`config.mk`:
```
export PLATFORM = sky130hd
export DESIGN_NAME = alu_sequencer
export DESIGN_NICKNAME = d
export VERILOG_FILES = /design/src/rtl/alu_sequencer.sv
export SDC_FILE = /design/constraint.sdc
export NUM_CORES = 1
export LEC_CHECK = 0
export ABC_AREA = 1
export CAP_MARGIN = 20
export CELL_PAD_IN_SITES_DETAIL_PLACEMENT = 1
export CELL_PAD_IN_SITES_GLOBAL_PLACEMENT = 1
export CORE_ASPECT_RATIO = 0.75
export CORE_MARGIN = 2
export CORE_UTILIZATION = 31
export DETAILED_ROUTE_END_ITERATION = 6
export GPL_ROUTABILITY_DRIVEN = 0
export PLACE_DENSITY_LB_ADDON = 0.15
export SKIP_LAST_GASP = 1
export SYNTH_ARGS = -nofsm -noshare
export SYNTH_HDL_FRONTEND = slang
export SYNTH_SLANG_ARGS = --single-unit
```
`constraint.sdc`:
```
create_clock -name clk -period 1.85 [get_ports clk]
set_input_delay 0.555 -clock clk [delete_from_list [all_inputs] [get_ports clk]]
set_output_delay 0.555 -clock clk [all_outputs]
set_load 0.1 [all_outputs]
```
`src/rtl/alu_sequencer.sv`:
```
// Command-side driver for the combinational ALU: registers one operation onto the ALU
// inputs, waits SETTLE cycles, captures alu_y and returns it over a valid/ready port.
module alu_sequencer #(
  parameter int WIDTH  = 32,
  parameter int SETTLE = 1
) (
  input  logic             clk,
  input  logic             rst_n,
  input  logic             cmd_valid,
  output logic             cmd_ready,
  input  logic [2:0]       cmd_op,
  input  logic [WIDTH-1:0] cmd_a,
  input  logic [WIDTH-1:0] cmd_b,
  output logic [WIDTH-1:0] alu_a,
  output logic [WIDTH-1:0] alu_b,
  output logic [2:0]       alu_select,
  input  logic [WIDTH-1:0] alu_y,
  output logic             rsp_valid,
  input  logic             rsp_ready,
  output logic [WIDTH-1:0] rsp_data,
  output logic             rsp_zero,
  output logic [2:0]       rsp_op,
  output logic             busy,
  output logic [15:0]      op_count
);

  typedef enum logic [1:0] {IDLE, WAIT, RESP} state_t;

  localparam logic [3:0] SETTLE_INIT = 4'(SETTLE);

  state_t      state;
  state_t      state_next;
  logic [3:0]  settle_cnt;
  logic [15:0] done_count;
  logic        accept;
  logic        capture;
  logic        retire;

  always_ff @(posedge clk or negedge rst_n) begin
    if (!rst_n) state <= IDLE;
    else        state <= state_next;
  end

  always_comb begin
    state_next = state;
    cmd_ready  = 1'b0;
    busy       = 1'b1;
    accept     = 1'b0;
    capture    = 1'b0;
    retire     = 1'b0;
    case (state)
      IDLE: begin
        cmd_ready = 1'b1;
        busy      = 1'b0;
        if (cmd_valid) begin
          accept     = 1'b1;
          state_next = WAIT;
        end
      end
      WAIT: begin
        if (settle_cnt == 4'd0) begin
          capture    = 1'b1;
          state_next = RESP;
        end
      end
      RESP: begin
        if (rsp_ready) begin
          retire     = 1'b1;
          state_next = IDLE;
        end
      end
      default: state_next = IDLE;
    endcase
  end

  // ALU operands are only rewritten on accept so the ALU does not toggle between commands
  always_ff @(posedge clk or negedge rst_n) begin
    if (!rst_n) begin
      alu_a      <= '0;
      alu_b      <= '0;
      alu_select <= 3'b111;
      rsp_op     <= 3'b111;
    end else if (accept) begin
      alu_a      <= cmd_a;
      alu_b      <= cmd_b;
      alu_select <= cmd_op;
      rsp_op     <= cmd_op;
    end
  end

  always_ff @(posedge clk or negedge rst_n) begin
    if (!rst_n)                                   settle_cnt <= 4'd0;
    else if (accept)                              settle_cnt <= SETTLE_INIT;
    else if (state == WAIT && settle_cnt != 4'd0) settle_cnt <= settle_cnt - 4'd1;
  end

  always_ff @(posedge clk or negedge rst_n) begin
    if (!rst_n) begin
      rsp_valid <= 1'b0;
      rsp_data  <= '0;
      rsp_zero  <= 1'b1;
    end else if (capture) begin
      rsp_valid <= 1'b1;
      rsp_data  <= alu_y;
      rsp_zero  <= (alu_y == '0);
    end else if (retire) begin
      rsp_valid <= 1'b0;
    end
  end

  always_ff @(posedge clk or negedge rst_n) begin
    if (!rst_n)      done_count <= 16'd0;
    else if (retire) done_count <= done_count + 16'd1;
  end

  assign op_count = done_count;

endmodule

```
Yosys cells after proc, flatten, opt, wreduce, memory -nomap -nowiden
Cells that the tools add are included.
{ "word_totals": {"register_bits": 123, "input_bits": 103, "output_inout_bits": 122, "word_cells": 40} }
{ "op_classes": {"add_sub_neg": 2, "eq_ne": 5, "muxes": 16, "n_reduce_logical": 8} }
{ "op_table": {"columns": ["cell", "count"], "rows": [
  ["32-bit zero test", 1],
  ["16-bit by 1-bit adder with 16-bit output (second input constant)", 1],
  ["1-bit 2-to-1 mux", 10],
  ["4-bit 2-to-1 mux", 2],
  ["2-bit 2-to-1 mux", 3],
  ["2-bit != test (second input constant)", 3],
  ["2-bit one-hot mux with 3 select lines", 1],
  ["4-bit zero test", 1],
  ["2-bit nonzero test", 2],
  ["4-bit nonzero test", 1],
  ["4-bit by 1-bit subtractor with 4-bit output (second input constant)", 1],
  ["3-bit AND reduction", 1],
  ["2-bit by 1-bit equality test with 1-bit output (second input constant)", 1],
  ["2-bit equality test (second input constant)", 1],
  ["2-bit zero test", 1],
  ["1-bit logical AND", 1]
]} }

Depth between registers and ports, before layout
{ "depth": {"word_depth": 4, "ltp_mapped": 9, "ltp_nobuf": 8} }

Worst setup path after synthesis
No wires, ideal clock.
{ "synth_timing": {"path_kind": "reg-to-output", "start": "reg state[1]", "end": "out busy", "arrival_time_ns": 1.581, "required_ns": 1.295, "slack_ns": -0.286, "stages_incl_launch_ff": 3, "cell_sequence": "dfrtp_1 nor2_4 inv_1"} }
{ "synth_via": {"elab_chain_cells": 2} }
{ "synth_lines": {"columns": ["element", "line", "text"], "rows": [
  ["from (decl)", "31", "state_t state;"],
  ["from (signal assigned)", "41", "else state <= state_next;"],
  ["2-bit zero test", "51", "case (state)"],
  ["1-bit 2-to-1 mux", "51", null],
  ["to (decl)", "23", "output logic busy,"]
]} }
Every way passes these cells.

Worst setup path in the final report
Same ends and word-level chain as after synthesis.

==> results_dict.tcl <==
set metrics [dict create \
    antenna_found_initial 0 \
    fp-row-count 40 \
    final_layout_size_suffix_gt1_share_pct 36.1 \
    cp.required_ns 1.29 \
    clock_latency_ns 0.42 \
    dp_hpwl_um 11500 \
    pre_cts_ws_ns -0.0527 \
    grt.total_usage_pct 18.5 \
    synth_compound_area_share_pct 1.70 \
    synth_xor_xnor_area_share_pct 1.90 \
    grt_pass1_wl_um 24000 \
    grt_max_degree 75 \
    status "finished, final reports clean" \
    maxSlewViolCount 0 \
    die_h_um 115 \
    path_clk_slew_ns 0.06 \
    synth_edf_count 0 \
    yosysSeqAreaShare_pct 60.7 \
    vias_per_cell 4.52 \
    yosysMostFrequentCell "dfrtp_1" \
    synthSimpleGateAreaFrac_pct 15.0 \
    ys_types 24 \
    path_class "flop to output pin" \
    synth_top_family_by_area "simple AND/OR/NAND/NOR gates" \
    crit_chain "nor2_4 -> inv_2 -> buf_12" \
    async_flop_share_pct 100 \
    hold_class "input pin to async pin" \
    max_slew_margin_pct 68.1 \
    synth_fa_ha_area_share_pct 0.740 \
    dr.pass1.iters 4 \
    critPathArrivalTime_ns 1.25 \
    worst_slew_pin_slew_ns 0.478 \
    synth_mux_area_share_pct 14.9 \
    critPathMaxStageDelay_ns 0.43 \
    dieArea_um2 17400 \
    min_period_ns 1.80 \
    max_clock_freq_mhz 555 \
    critPathCaptureType "output pin" \
    ys_ff_latch 123 \
    synth_ff_type "dfrtp_1" \
    pin_count 225 \
    synth_area_um2 5070 \
    r2r_cells 7 \
    ys_top_cells_by_area "dfrtp_1, mux2_2, nand2_1" \
    drt_wl_total_um 15400 \
    netlist_instances 447 \
    crit_buf_inv 2 \
    clock_sinks 123 \
    slowest_stage "dfrtp_2" \
    r2r-start "settle_cnt[0]" \
    final_antenna_net_count 0 \
    syn_avg_cell_area_um2 11.4 \
    drt-initial-drc-count 132 \
    cap_violations 0 \
    cts_hold_buffers 0 \
    rsz0062_at_grt "yes" \
    area_growth_pct 85.8 \
    grt_pass1_vias 4484 \
    yosys-top-cells-count "dfrtp_1, nand2_1, mux2_2" \
    port_buffers 224 \
    setup_viol 0 \
    overflow 0 \
    drc_errors 0 \
    synth_nets 553 \
    fin_crit_sh_pct 97.5 \
    critical_path.max_fanout 3 \
    cts_buffers 17 \
    crit_family "flip-flops" \
    nNetsFinal 793 \
    timing.rr.end "rsp_zero" \
    yosysWarnings 0 \
    core_um2 16000 \
    chipWidth_um 152 \
    fin_ws_ns 0.0471 \
    cp-start-kind "flop" \
    skew_ns 0.00578 \
    vias 4116 \
    cts_tree "done" \
    antenna_cells 0 \
    r2r_slack_ns 0.20 \
    netlist.area_leader.share_pct 58.7 \
    cts_buffer_depth 2 \
    htree_levels 4 \
    hold_violations 0 \
    avgRoutedWirePerCell_um 16.9 \
    yosys.area.top_type "dfrtp_1" \
    root_buffer "clkbuf_16" \
    initial_core_util_pct 31.7 \
]
[kinds of logic after synthesis]
group | count (synthesis)
XOR/XNOR | 11
flip-flops | 123
multiplexers | 67
AO/OA/AOI/OAI | 17
AND/OR/NAND/NOR | 181
adder cells (fa/ha/maj) | 3
buffers and inverters | 45
[final cells by class]
cell class,instances,area [um2]
Fill cell,1595,6590
Multi-Input combinational cell,279,1740
Clock inverter,11,143
Clock buffer,21,460
Sequential cell,123,3090
Timing Repair Buffer,238,3630
Tap cell,210,263
Inverter,28,108
[state kept, by name, indices dropped and copies added (netlist names)]
register	count
alu_a	32
alu_b	32
rsp_data	32
op_count	16
settle_cnt	4
rsp_op	3
state	2
rsp_valid	1
rsp_zero	1
[layer usage]
metal / global-route usage (%) / up-vias / wire length, um
li1: - / 1932 / -
met1: 19.9 / 2018 / 5650
met2: 31.3 / 142 / 7870
met3: 9.13 / 24 / 1540
met4: 7.53 / 0 / 340
met5: 0 / - / 0
[layout by cell type, fill, tap and decap left out, drive strengths merged, types with 6 or more instances in the layout]
| cell | instances |
|---|---|
| clkdlybuf4s50 | 101 |
| inv | 29 |
| o21ai | 16 |
| clkbuf | 21 |
| nand4 | 7 |
| nand2 | 116 |
| xnor2 | 6 |
| nor2 | 35 |
| dfrtp | 119 |
| mux2 | 67 |
| buf | 137 |
| nand3 | 20 |
[worst reg2reg max path, stage by stage (launching register included)]
cell and delay, ns:
dfrtp_1 0.38, inv_1 0.13, ha_1 0.17, nand2_1 0.10
nor2_4 0.15, buf_4 0.27, nand3_1 0.15, o21ai_0 0.22
[worst max-delay path by stage]
stage                         start      endpoint  slack (ns)  cells after the start
after CTS                  state[0]          busy        0.01                      3
after detailed placement  rsp_ready  op_count[15]       -0.05                      6
final                      state[1]          busy        0.05                      3
after global routing       state[1]          busy      -0.006                      3
after floorplan            state[1]          busy       -0.29                      2
after global placement    cmd_valid     alu_a[12]       0.008                      4
[through the flow]
| stage | utilization [%] | TNS, ns | cell area, um2 | instances | hold slack [ns] |
|---|---|---|---|---|---|
| final | 58.9 | 0 | 9430 | 910 | 0.129 |
| after global routing | 58.9 | -0.00567 | 9430 | 910 | 0.131 |
| after CTS | 58.9 | 0 | 9430 | 910 | 0.130 |
| after detailed placement | 54.9 | -0.174 | 8800 | 875 | 0.526 |
| after global placement | 54.9 | 0 | 8800 | 875 | 0.496 |
| after floorplan | - | -0.286 | 5080 | 447 | 0.259 |
[timing repair]
action / CTS / global route
setup buffers: 3 / 0
pin swaps: 1 / 1
gates resized for setup: 2 / 1
setup endpoints to repair: 4 / 1
Power is left out: the tool's default activity adds up to more than one toggle a clock period on the data nets, which glitch-free logic cannot reach.
